[config.mk]
export PLATFORM = sky130hd
export DESIGN_NAME = alu_sequencer
export DESIGN_NICKNAME = d
export VERILOG_FILES = /design/src/rtl/alu_sequencer_pkg.sv /design/src/rtl/alu_seq_iter.sv /design/src/rtl/alu_sequencer.sv
export SDC_FILE = /design/constraint.sdc
export NUM_CORES = 1
export LEC_CHECK = 0
export BUFFER_PORTS_ARGS = -buffer_cell sky130_fd_sc_hd__buf_4
export CORE_MARGIN = 2
export CORE_UTILIZATION = 60
export CTS_CLUSTER_DIAMETER = 150
export DETAILED_ROUTE_END_ITERATION = 16
export PLACE_DENSITY = 0.82
export SYNTH_ARGS = -nofsm -noshare
export SYNTH_HDL_FRONTEND = slang
export SYNTH_SLANG_ARGS = --single-unit
[constraint.sdc]
create_clock -name clk -period 7.07 [get_ports clk]
set_clock_uncertainty 0.05 [all_clocks]
set_input_delay 0.3535 -clock clk [delete_from_list [all_inputs] [get_ports clk]]
set_output_delay 0.3535 -clock clk [all_outputs]
set_load 0.03 [all_outputs]
[src/rtl/alu_sequencer_pkg.sv]
// Shared opcode constants and FSM state encoding for the ALU sequencer.
package alu_sequencer_pkg;

    localparam logic [2:0] OP_PASS_A = 3'd0;
    localparam logic [2:0] OP_PASS_B = 3'd1;
    localparam logic [2:0] OP_ADD    = 3'd2;
    localparam logic [2:0] OP_SUB    = 3'd3;
    localparam logic [2:0] OP_MUL    = 3'd4;
    localparam logic [2:0] OP_DIV    = 3'd5;

    typedef enum logic [1:0] {
        ST_IDLE = 2'd0,
        ST_EXEC = 2'd1,
        ST_DONE = 2'd2
    } state_e;

endpackage

[src/rtl/alu_seq_iter.sv]
// Iterative W-step datapath: shift-add multiply, plus restoring divide when
// ALU_SEQUENCER_DIV_EN is defined. result_o is valid in the cycle done_o is high.
module alu_seq_iter
    import alu_sequencer_pkg::*;
#(
    parameter int W = 8
) (
    input  logic           clk,
    input  logic           rst,
    input  logic           start_i,
    input  logic           step_i,
    input  logic [2:0]     op_i,
    input  logic [W-1:0]   a_i,
    input  logic [W-1:0]   b_i,
    output logic           done_o,
    output logic [3*W-1:0] result_o
);
    localparam int CW = (W > 1) ? $clog2(W) : 1;

    logic [CW-1:0]  cnt_q;
    logic [2*W-1:0] mcand_q, acc_q, acc_nxt;
    logic [W-1:0]   mplier_q;

    assign acc_nxt = acc_q + (mplier_q[0] ? mcand_q : '0);
    assign done_o  = step_i && (cnt_q == CW'(W - 1));

    always_ff @(posedge clk) begin
        if (rst) begin
            cnt_q    <= '0;
            mcand_q  <= '0;
            mplier_q <= '0;
            acc_q    <= '0;
        end else if (start_i) begin
            cnt_q    <= '0;
            mcand_q  <= {{W{1'b0}}, a_i};
            mplier_q <= b_i;
            acc_q    <= '0;
        end else if (step_i) begin
            cnt_q    <= cnt_q + 1'b1;
            mcand_q  <= mcand_q << 1;
            mplier_q <= mplier_q >> 1;
            acc_q    <= acc_nxt;
        end
    end

`ifdef ALU_SEQUENCER_DIV_EN
    logic         is_div_q, ge;
    logic [W-1:0] rem_q, quot_q, dvsr_q, rem_nxt, quot_nxt;
    logic [W:0]   trial;

    // Divisor 0 always passes the compare: quotient fills with ones, remainder ends as A.
    always_comb begin
        trial    = {rem_q, quot_q[W-1]};
        ge       = (trial >= {1'b0, dvsr_q});
        rem_nxt  = ge ? W'(trial - {1'b0, dvsr_q}) : W'(trial);
        quot_nxt = W'({quot_q, ge});
    end

    always_ff @(posedge clk) begin
        if (rst) begin
            is_div_q <= 1'b0;
            rem_q    <= '0;
            quot_q   <= '0;
            dvsr_q   <= '0;
        end else if (start_i) begin
            is_div_q <= (op_i == OP_DIV);
            rem_q    <= '0;
            quot_q   <= a_i;
            dvsr_q   <= b_i;
        end else if (step_i) begin
            rem_q    <= rem_nxt;
            quot_q   <= quot_nxt;
        end
    end

    assign result_o = is_div_q ? {{W{1'b0}}, rem_nxt, quot_nxt} : {{W{1'b0}}, acc_nxt};
`else
    logic unused_op;
    assign unused_op = ^op_i;
    assign result_o  = {{W{1'b0}}, acc_nxt};
`endif

endmodule

[src/rtl/alu_sequencer.sv]
// Request/response ALU with single-cycle ops and W-cycle multiply (and divide
// when ALU_SEQUENCER_DIV_EN is defined); holds the FSM and result register.
module alu_sequencer
    import alu_sequencer_pkg::*;
#(
    parameter int W = 8
) (
    input  logic           clk,
    input  logic           rst,
    input  logic           req_valid,
    output logic           req_ready,
    input  logic [2:0]     req_op,
    input  logic [W-1:0]   req_a,
    input  logic [W-1:0]   req_b,
    output logic           rsp_valid,
    input  logic           rsp_ready,
    output logic [3*W-1:0] rsp_data,
    output logic           rsp_err,
    output logic           busy
);
    state_e         state_q, state_d;
    logic [3*W-1:0] data_q, data_d, a_ext, b_ext, iter_result;
    logic           err_q, err_d, iter_start, iter_step, iter_done;

    assign a_ext     = {{(2*W){1'b0}}, req_a};
    assign b_ext     = {{(2*W){1'b0}}, req_b};
    assign iter_step = (state_q == ST_EXEC);

    alu_seq_iter #(.W(W)) u_iter (
        .clk      (clk),
        .rst      (rst),
        .start_i  (iter_start),
        .step_i   (iter_step),
        .op_i     (req_op),
        .a_i      (req_a),
        .b_i      (req_b),
        .done_o   (iter_done),
        .result_o (iter_result)
    );

    always_comb begin
        state_d    = state_q;
        data_d     = data_q;
        err_d      = err_q;
        iter_start = 1'b0;
        case (state_q)
            ST_IDLE: begin
                if (req_valid) begin
                    case (req_op)
                        OP_PASS_A: begin data_d = a_ext;         err_d = 1'b0; state_d = ST_DONE; end
                        OP_PASS_B: begin data_d = b_ext;         err_d = 1'b0; state_d = ST_DONE; end
                        OP_ADD:    begin data_d = a_ext + b_ext; err_d = 1'b0; state_d = ST_DONE; end
                        OP_SUB:    begin data_d = a_ext - b_ext; err_d = 1'b0; state_d = ST_DONE; end
                        OP_MUL:    begin iter_start = 1'b1; err_d = 1'b0; state_d = ST_EXEC; end
`ifdef ALU_SEQUENCER_DIV_EN
                        OP_DIV:    begin iter_start = 1'b1; err_d = (req_b == '0); state_d = ST_EXEC; end
`endif
                        default:   begin data_d = '0; err_d = 1'b1; state_d = ST_DONE; end
                    endcase
                end
            end
            ST_EXEC: begin
                if (iter_done) begin
                    data_d  = iter_result;
                    state_d = ST_DONE;
                end
            end
            ST_DONE: begin
                if (rsp_ready) state_d = ST_IDLE;
            end
            default: state_d = ST_IDLE;
        endcase
    end

    always_ff @(posedge clk) begin
        if (rst) begin
            state_q <= ST_IDLE;
            data_q  <= '0;
            err_q   <= 1'b0;
        end else begin
            state_q <= state_d;
            data_q  <= data_d;
            err_q   <= err_d;
        end
    end

    assign req_ready = (state_q == ST_IDLE);
    assign rsp_valid = (state_q == ST_DONE);
    assign busy      = (state_q != ST_IDLE);
    assign rsp_data  = data_q;
    assign rsp_err   = err_q;

endmodule

# Yosys cells after proc, flatten, opt, wreduce, memory -nomap -nowiden
# Cells that the tools add are included.
[word_totals]
mem_bits_ro = 0
regBits = 70
mem_bits_rw = 0
inputBits = 23
out_inout_bits = 28
latchBits = 0
memories = 0
word_cells = 52
[op_classes]
n_lt_le_gt_ge = 0
div = 0
n_addsub = 4
mux = 18
shift = 0
n_mul = 0
n_bitwise = 0
n_reduce_logical = 11
n_eq_ne = 11
[ops]
columns = ["op", "count"]
rows = [
  ["24-bit case mux with 5 select lines", 1],
  ["24-bit two-way mux", 2],
  ["24-bit case mux with 2 select lines", 1],
  ["8-bit two-way mux", 4],
  ["16-bit adder", 1],
  ["16-bit two-way mux", 1],
  ["8-bit by 8-bit adder with 9-bit output", 1],
  ["8-bit by 8-bit subtractor with 9-bit output", 1],
  ["2-bit two-way mux", 4],
  ["3-bit by 2-bit == test with 1-bit output, second input constant", 2],
  ["3-bit == test, second input constant", 2],
  ["2-bit inequality test, second input constant", 3],
  ["2-bit case mux with 3 select lines", 1],
  ["2-bit nonzero test", 3],
  ["5-bit OR reduction", 1],
  ["1-bit two-way mux", 4],
  ["4-bit AND reduction", 1],
  ["3-bit by 1-bit adder with 3-bit output, second input constant", 1],
  ["3-bit by 1-bit == test with 1-bit output, second input constant", 1],
  ["3-bit zero test", 1],
  ["3-bit AND reduction", 1],
  ["2-bit by 1-bit == test with 1-bit output, second input constant", 1],
  ["2-bit == test, second input constant", 1],
  ["2-bit zero test", 1],
  ["4 further kinds", 4],
]

# Depth between registers and ports, before layout
# Gate-level depths: netlist of run 1.
[logic_depth]
depth_word = 5
ltp_mapped = 11
ltp_nobuf = 10

# Hierarchy
# From an unflattened synthesis of run 1, not the netlist that was laid out.
[unflattened]
cells_unflattened = 596
hier_area_um2 = 4983.5
[modules_own_cells]
columns = ["mod", "area_each_um2", "instances", "cells_each"]
rows = [
  ["alu_seq_iter", 2770.2, 1, 326],
  ["alu_sequencer", 2213.4, 1, 270],
]

# Worst setup path before layout of run 1
# Ideal clock, no wire load.
[synth_timing]
kind = "register -> register"
start = "register u_iter.mplier_q[0]"
end = "register data_q[14], in the netlist rsp_data[14]"
path_slack_ps = 4515
path_stages_with_launch = 11
period_less_slack_ps = 2555
arrival_ps = 2420
t_required_ps = 6934
cell_sequence = "dfxtp_1 -> and2_1 -> ha_1 -> fa_1 -> a21o_1 -> a221oi_2 -> o31ai_4 -> o41ai_2 -> xnor2_1 -> nand2_1 -> a211oi_1"
[synth_via]
elab_chain_cells = 4
[synth_rtl]
columns = ["element", "line_no", "text"]
rows = [
  ["from (decl)", "alu_seq_iter.sv:22", "logic [W-1:0] mplier_q;"],
  ["from (signal assigned)", "alu_seq_iter.sv:36", "mplier_q <= b_i;"],
  ["from (signal assigned)", "alu_seq_iter.sv:41", "mplier_q <= mplier_q >> 1;"],
  ["16-bit two-way mux", "alu_seq_iter.sv:24", "assign acc_nxt = acc_q + (mplier_q[0] ? mcand_q : '0);"],
  ["16-bit adder", "alu_seq_iter.sv:24", ""],
  ["24-bit two-way mux", "alu_sequencer.sv:63", "if (iter_done) begin"],
  ["24-bit case mux with 2 select lines", "alu_sequencer.sv:46", "case (state_q)"],
  ["to (signal assigned)", "alu_sequencer.sv:82", "data_q <= data_d;"],
  ["to (decl)", "alu_sequencer.sv:22", "logic [3*W-1:0] data_q, data_d, a_ext, b_ext, iter_result;"],
]
# Every way passes these cells. The select of a mux whose other input is x is not followed.
# A chain may end at the register's enable or synchronous reset.

# Worst setup path in the final report of run 1
# Ends and elaborated chain as after synthesis.

==> results of run 1 <==
==> critical path: stages (launching register included) <==
cell and delay (ns):
dfxtp_1 0.46, and2_1 0.24, ha_1 0.20, fa_1 0.41
a21o_1 0.23, a221oi_2 0.42, o31ai_4 0.15, o41ai_2 0.25
xnor2_1 0.16, nand2_1 0.08, a211oi_1 0.24
==> placed cells by master, fill, tap and decap left out, types with 4 or more instances in the layout <==
master and n:
a21oi_1 53, and2_1 17, ha_1 34, a211oi_1 11
xor2_1 8, inv_1 17, xnor2_1 9, nor3b_1 4
a22oi_1 7, o21a_1 6, nor2_1 52, a311oi_1 10
mux2i_1 6, o21bai_1 5, nand2_1 87, nor3_1 9
o21ai_0 20, nand2b_1 12, dfxtp_1 63, clkbuf_8 9
nand3_1 5, a21o_1 8, buf_4 52, nor2b_1 4
==> layer usage <==
metal / GRT usage [%] / wire (µm)
met3: 3.45 / 551
met1: 39.1 / 4810
met5: 0 / 0
met4: 8.54 / 156
met2: 42.7 / 4620
==> metrics by stage <==
step,hold slack (ns),utilization (%),cell area (µm²)
floorplan,0.386,-,4270
global placement,0.393,66.9,4570
detailed placement,0.398,66.9,4570
CTS,0.220,70.2,4800
global route,0.231,70.2,4800
finish,0.218,70.2,4800
==> registers in the layout, indices dropped and copies added (netlist names) <==
signal	count
state_q	2
rsp_err	1
u_iter.mplier_q	8
u_iter.acc_q	16
u_iter.cnt_q	3
u_iter.mcand_q	16
rsp_data	17
==> final cells by class <==
cell class / count / area, µm² / area share, %
clock buffer: 9 / 124 / 2.58
clock inverter: 7 / 103 / 2.14
inverter: 17 / 63.8 / 1.33
multi-input combinational: 421 / 2740 / 57.0
sequential: 63 / 1260 / 26.3
tap: 96 / 120 / 2.50
timing repair buffer: 52 / 390 / 8.14
==> worst max-delay path by stage <==
| stage | start | to | slack [ns] | cells after the start |
|---|---|---|---|---|
| floorplan | u_iter.mplier_q[0]$_SDFFE_PP0P_ | rsp_data[14]$_SDFFE_PP0P_ | 4.51 | 10 |
| global placement | u_iter.mplier_q[0]$_SDFFE_PP0P_ | rsp_data[14]$_SDFFE_PP0P_ | 4.24 | 10 |
| detailed placement | u_iter.mplier_q[0]$_SDFFE_PP0P_ | rsp_data[14]$_SDFFE_PP0P_ | 4.14 | 10 |
| global route | u_iter.mplier_q[0]$_SDFFE_PP0P_ | rsp_data[14]$_SDFFE_PP0P_ | 3.91 | 10 |
| CTS | u_iter.mplier_q[0]$_SDFFE_PP0P_ | rsp_data[14]$_SDFFE_PP0P_ | 4.12 | 10 |
| finish | u_iter.mplier_q[0]$_SDFFE_PP0P_ | rsp_data[14]$_SDFFE_PP0P_ | 4.11 | 10 |
==> report_power, final <==
group | switching [mW] | internal (mW) | total, mW
clock network | 0.160 | 0.203 | 0.362
logic | 0.108 | 0.0670 | 0.175
registers | 0.00890 | 0.367 | 0.376
==> kinds of logic after synthesis <==
logic type	synth area share, %
adders and majority gates	11.4
xor gates and xnor gates	3.48
and+or+nand+nor	22.1
buffers and inverters	6.67
muxes	2.46
DFF	29.5
AOI/OAI and AO/OA	24.4
==> summary.md, run 1 <==
| Metric | Value |
|---|---|
| Status | `finished, final reports clean` |
| DR vias | `3881` |
| Global route overflow | `0` |
| Relative slew slack | `24.0%` |
| Overall power | `0.913 mW` |
| Average routed wire per standard cell | `15.2 µm` |
| Worst Path Required | `7.29 ns` |
| Reg-to-reg startpoint | `u_iter.mplier_q[0]$_SDFFE_PP0P_` |
| Synthesized net count | `roughly 600` |
| Via/cell ratio | `5.84` |
| Worst-skew pair later-pin latency | `0.35 ns` |
| Critical path type | `flip-flop to flip-flop` |
| Top cell type by total area after synthesis | `dfxtp_1` |
| P_leak | `between 2 and 2.5 nW` |
| RR Endpoint | `rsp_data[14]$_SDFFE_PP0P_` |
| Reg2reg setup slack | `4.11 ns` |
| Clock-pin slew on the worst setup and hold paths | `0.08 ns` |
| Post-synth ARST share | `0%` |
| Unrepaired setup endpoints after global routing | `false` |
| Area grow syn2layout | `12.2%` |
| #FFs+latches synth | `63` |
| PortBufs | `50` |
| Post-DRT Antenna Nets | `0` |
| Mapped Area | `4270 µm²` |
| Clock net sink count | `63` |
| Global-route wire length before repair | `around 17 mm` |
| Reg2reg path depth | `10` |
| Root buf cell | `clkbuf_8` |
| Drt drc | `0` |
| Rows | `30` |
| Minimum clock period | `2.96 ns` |
| Cts hold-fix bufs | `0` |
| WHS Path Cells | `3` |
| DP Cell Count | `649` |
| Maximum clock frequency | `0.338 GHz` |
| Largest net degree at the start of global routing | `50` |
| Num CTS Buffers | `9` |
| Finish-stage setup viols | `0` |
| Post-Synthesis Cells | `542` |
| Die H | `~90 µm` |
| Period utilization | `41.9%` |
| Detailed-router iteration count before antenna repair | `5` |
| CTS tree | `built` |
| Layout cells sized above 1 | `~15%` |
| Slew Limit Fails | `0` |
| Mapped Avg Cell Area | `between 7 and 8 µm²` |
| Die Area | `7810 µm²` |
| RD Place Congestion | `0.902` |
| Total track usage | `roughly 27%` |
| CTS max path bufs | `2` |
| Final net count | `around 620` |
| Yosys top cell area share | `between 20% and 30%` |
| Tightest Hold Check Type | `input port to flip-flop` |
| Crit path DAT | `3.18 ns` |
| Min-delay src | `rsp_ready` |
| Hold Crit Endpoint | `state_q[1]$_SDFFE_PP0P_` |
| ANT cells | `0` |
| Peak supply drop | `0.141 mV` |
| Setup Slack @ Placement | `4.14 ns` |
| Commonest cells post-synth | `nand2_1 (87), dfxtp_1 (63), a21oi_1 (53)` |
| PD cells | `about 190 nW/µm²` |
| Fill cells | `a little under 600` |
| H-tree levels | `3` |
| Crit start category | `flip-flop` |
| Netlist cell types | `64` |
| Register area share after synthesis | `29.5%` |
| Die Span X | `88.4 µm` |
| Initial antenna violation count | `0` |
| Fin cells | `~670` |
| Drt initial violations | `232` |
| Critical path peak fanout | `17` |
| # Post-CTS Setup Buffers | `0` |
| Slew of the pin with the lowest slew margin | `1.14 ns` |
| Fin Setup TNS | `0 ns` |
| Detailed-placement wirelength estimate | `between 7 and 8 mm` |
| Vias in the first global route | `3491` |
| CP Capture Type | `flip-flop` |
| Most numerous cell in the Yosys netlist | `nand2_1` |
| I/O Pins | `between 50 and 60` |
| Drt total wl | `approximately 10 mm` |
| Synth warn | `0` |
| Area of the core | `6830 µm²` |
| Post-synth EDFFs | `0` |
| Number of max-cap violations | `0` |
| Final WS setup | `4.11 ns` |
| Post-synth top flop | `dfxtp_1` |
| Final Hold Fails | `0` |
| Starting Density | `between 60 and 70%` |
| Synth top area cells | `dfxtp_1 (30%), ha_1 (10%), nand2_1 (7.6%), a21oi_1 (6.2%), nor2_1 (4.6%)` |
| Post-CTS resize count | `0` |
No activity file was read; power rests on OpenSTA's default activity.
==> run 2, diff against run 1 <==
--- a/config.mk
+++ b/config.mk
@@ -7,10 +7,10 @@
 export LEC_CHECK = 0
 export BUFFER_PORTS_ARGS = -buffer_cell sky130_fd_sc_hd__buf_4
 export CORE_MARGIN = 2
-export CORE_UTILIZATION = 60
+export CORE_UTILIZATION = 59
 export CTS_CLUSTER_DIAMETER = 150
 export DETAILED_ROUTE_END_ITERATION = 16
-export PLACE_DENSITY = 0.82
+export PLACE_DENSITY = 0.81
 export SYNTH_ARGS = -nofsm -noshare
 export SYNTH_HDL_FRONTEND = slang
 export SYNTH_SLANG_ARGS = --single-unit
==> constraint.sdc (replaced) <==
create_clock -name clk -period 2.9 [get_ports clk]
set_clock_uncertainty 0.05 [all_clocks]
set_input_delay 0.145 -clock clk [delete_from_list [all_inputs] [get_ports clk]]
set_output_delay 0.145 -clock clk [all_outputs]
set_load 0.03 [all_outputs]
==> run 2 against run 1 <==
Compared with the run above: fmax is 9.0% higher; combinational power rose to 2.5 times the previous value; die area is 1.6% higher; wire length grew 7.0%; non-clock buffer count rose by 9; clock power rose by 140%; sequential power grew 140%.
==> summary.md, run 2 (synthesis results as in run 1) <==
| Metric | Value |
|---|---|
| Most common cell after layout, fill and taps aside | `nand2_1` |
| Status | `finished, final reports clean` |
| DP Cell Count | `660 (+1.7%)` |
| Relative slew slack | `64.7% (+41 points)` |
| PD cells | `458 nW/µm² (+140%)` |
| Period utilization | `93.7% (+52 points)` |
| RD Place Congestion | `0.888 (-1.6%)` |
| I/O Pins | `51 (unchanged)` |
| Starting Density | `59.9% (-2.7 points)` |
| Post-DRT Antenna Nets | `0 (unchanged)` |
| Layout cells sized above 1 | `15.9% (+1.2 points)` |
| Critical path peak fanout | `8 (-9)` |
| Worst Path Required | `3.11 ns (-4.18 ns)` |
| Slew of the pin with the lowest slew margin | `0.530 ns (-0.611 ns)` |
| Drt initial violations | `243 (+4.7%)` |
| CTS tree | `built` |
| Clock power share | `39.3% (-0.4 points)` |
| Average routed wire per standard cell | `16.0 µm (+5.1%)` |
| # Post-CTS Setup Buffers | `0 (unchanged)` |
| Finish-stage setup viols | `0 (unchanged)` |
| Unrepaired setup endpoints after global routing | `false` |
| P_leak | `2.07 nW (+2.0%)` |
| Die Area | `7940 µm² (+1.6%)` |
| CP Capture Type | `flip-flop` |
| Area of the core | `7140 µm² (+4.5%)` |
| Global-route wire length before repair | `17.0 mm (+1.9%)` |
| Switching Share | `28.8% (-1.5 points)` |
| Gate power share | `19.8% (+0.6 points)` |
| Final Hold Fails | `0 (unchanged)` |
| Overall power | `2.24 mW (+150%)` |
| Via/cell ratio | `5.89 (+0.99%)` |
| CP Buf/Inv Count | `0 (unchanged)` |
| Fill cells | `621 (+4.9%)` |
| Root buf cell | `clkbuf_8` |
| Reg power frac | `40.9% (-0.2 points)` |
| Initial antenna violation count | `0 (unchanged)` |
| Internal power | `1.60 mW (+150%)` |
| Largest net degree at the start of global routing | `49 (-2.0%)` |
| Crit start category | `flip-flop` |
| Critical Path, Cell by Cell | `and2_1 > ha_1 > fa_1 > a21o_1 > a221oi_4 > o31ai_4 > o41ai_2 > xnor2_1 > nand2_1 > a211oi_1` |
| Drt total wl | `10.8 mm (+7.0%)` |
| Final net count | `633 (+1.4%)` |
| DR vias | `3990 (+2.8%)` |
| Maximum clock frequency | `0.368 GHz (+9.0%)` |
| Vias in the first global route | `3683 (+5.5%)` |
| Die H | `89.1 µm (+0.81%)` |
| Most frequent cells in the layout | `nand2_1 (87), dfxtp_1 (63), buf_4 (60)` |
| Crit path DAT | `2.92 ns (-0.26 ns)` |
| Max stage delay cell, worst path | `fa_1` |
| PortBufs | `50 (unchanged)` |
| Rows | `31 (+3.3%)` |
| Global route overflow | `0 (unchanged)` |
| Area grow syn2layout | `14.3%` |
| WHS Path Cells | `3 (unchanged)` |
| Tightest Hold Check Type | `input port to flip-flop` |
| Critical path depth in cells | `10 (unchanged)` |
| Fin Setup TNS | `0 ns (unchanged)` |
| H-tree levels | `3 (unchanged)` |
| CTS max path bufs | `2 (unchanged)` |
| Worst-skew pair later-pin latency | `0.34 ns (about the same)` |
| Number of max-cap violations | `0 (unchanged)` |
| Reg2reg path depth | `10 (unchanged)` |
| Slew Limit Fails | `0 (unchanged)` |
| Clock-pin slew on the worst setup and hold paths | `0.07 ns (about the same)` |
| Drt drc | `0 (unchanged)` |
| Num CTS Buffers | `9 (unchanged)` |
| Fin cells | `677 (+1.8%)` |
| Sw Pwr | `0.645 mW (+130%)` |
| Crit-path max cell delay | `0.41 ns (-0.05 ns)` |
| Minimum clock period | `2.72 ns (-0.245 ns)` |
| ANT cells | `0 (unchanged)` |
| Clock net sink count | `63 (unchanged)` |
| Detailed-placement wirelength estimate | `7.89 mm (+8.5%)` |
| Worst path top cell family by delay | `compound AO/OA/AOI/OAI gates` |
| Detailed-router iteration count before antenna repair | `5 (unchanged)` |
| Max reg flops | `17 (unchanged)` |
| Die Span X | `89.1 µm (+0.81%)` |
| Total track usage | `27.5% (+0.35 points)` |
| Critical path type | `flip-flop to flip-flop` |
| Peak supply drop | `0.322 mV (+130%)` |
-- run 2: worst register-to-register path: stages, from the launching register on --
cell,delay (ns)
dfxtp_1,0.36
and2_1,0.18
ha_1,0.20
fa_1,0.41
a21o_1,0.24
a221oi_4,0.30
o31ai_4,0.13
o41ai_2,0.26
xnor2_1,0.15
nand2_1,0.09
a211oi_1,0.26
-- run 2: path summary, 6_finish.rpt --
path | start | to | slack [ns]
setup / recovery | u_iter.mplier_q[0]$_SDFFE_PP0P_ | rsp_data[14]$_SDFFE_PP0P_ | 0.18
hold / removal | req_b[7] | u_iter.mplier_q[7]$_SDFFE_PP0P_ | 0.03
setup reg to reg | u_iter.mplier_q[0]$_SDFFE_PP0P_ | rsp_data[14]$_SDFFE_PP0P_ | 0.18
hold reg to reg | u_iter.cnt_q[1]$_SDFFE_PP0P_ | u_iter.cnt_q[1]$_SDFFE_PP0P_ | 0.41
-- run 2: per-layer routing --
| layer | part of all wire, % | track usage [%] | vias up |
|---|---|---|---|
| met4 | 2.3 | 10.0 | 0 |
| met2 | 51 | 49.2 | 123 |
| li1 | - | - | 1953 |
| met5 | 0 | 0 | - |
| met1 | 42 | 32.4 | 1894 |
| met3 | 5.3 | 5.72 | 20 |
-- run 2: power groups by stage --
| stage | clock [mW] | sequential, mW | combinational [mW] |
|---|---|---|---|
| after floorplan | 0 | 0.972 | 0.268 |
| after global placement | 0 | 0.934 | 0.427 |
| after detailed placement | 0 | 0.936 | 0.438 |
| after CTS | 0.886 | 0.916 | 0.441 |
| after global routing | 0.920 | 0.920 | 0.479 |
| final | 0.881 | 0.916 | 0.444 |
-- run 2: what timing repair did --
item	in CTS	in global routing
setup endpoints to repair	0	1
hold endpoints to repair	1	0
gates resized for setup	0	1
hold buffers	1	0
-- run 2: layout make-up --
type | instances | area [µm²] | share of cell area (%)
tap | 99 | 124 | 2.53
inverter | 17 | 63.8 | 1.31
clock buffer | 11 | 151 | 3.10
multi-input combinational | 421 | 2750 | 56.2
sequential | 63 | 1260 | 25.8
timing repair buffer | 61 | 460 | 9.42
clock inverter | 5 | 80.1 | 1.64
-- run 2: through the flow --
step	instance area (µm²)	utilization [%]	worst slack, ns	hold WS (ns)
floorplan	4270	-	0.345	0.231
global placement	4630	64.9	0.247	0.365
detailed placement	4630	64.9	0.178	0.367
CTS	4880	68.3	0.153	0.0217
global route	4890	68.5	0.0468	0.0399
finish	4890	68.5	0.184	0.0345
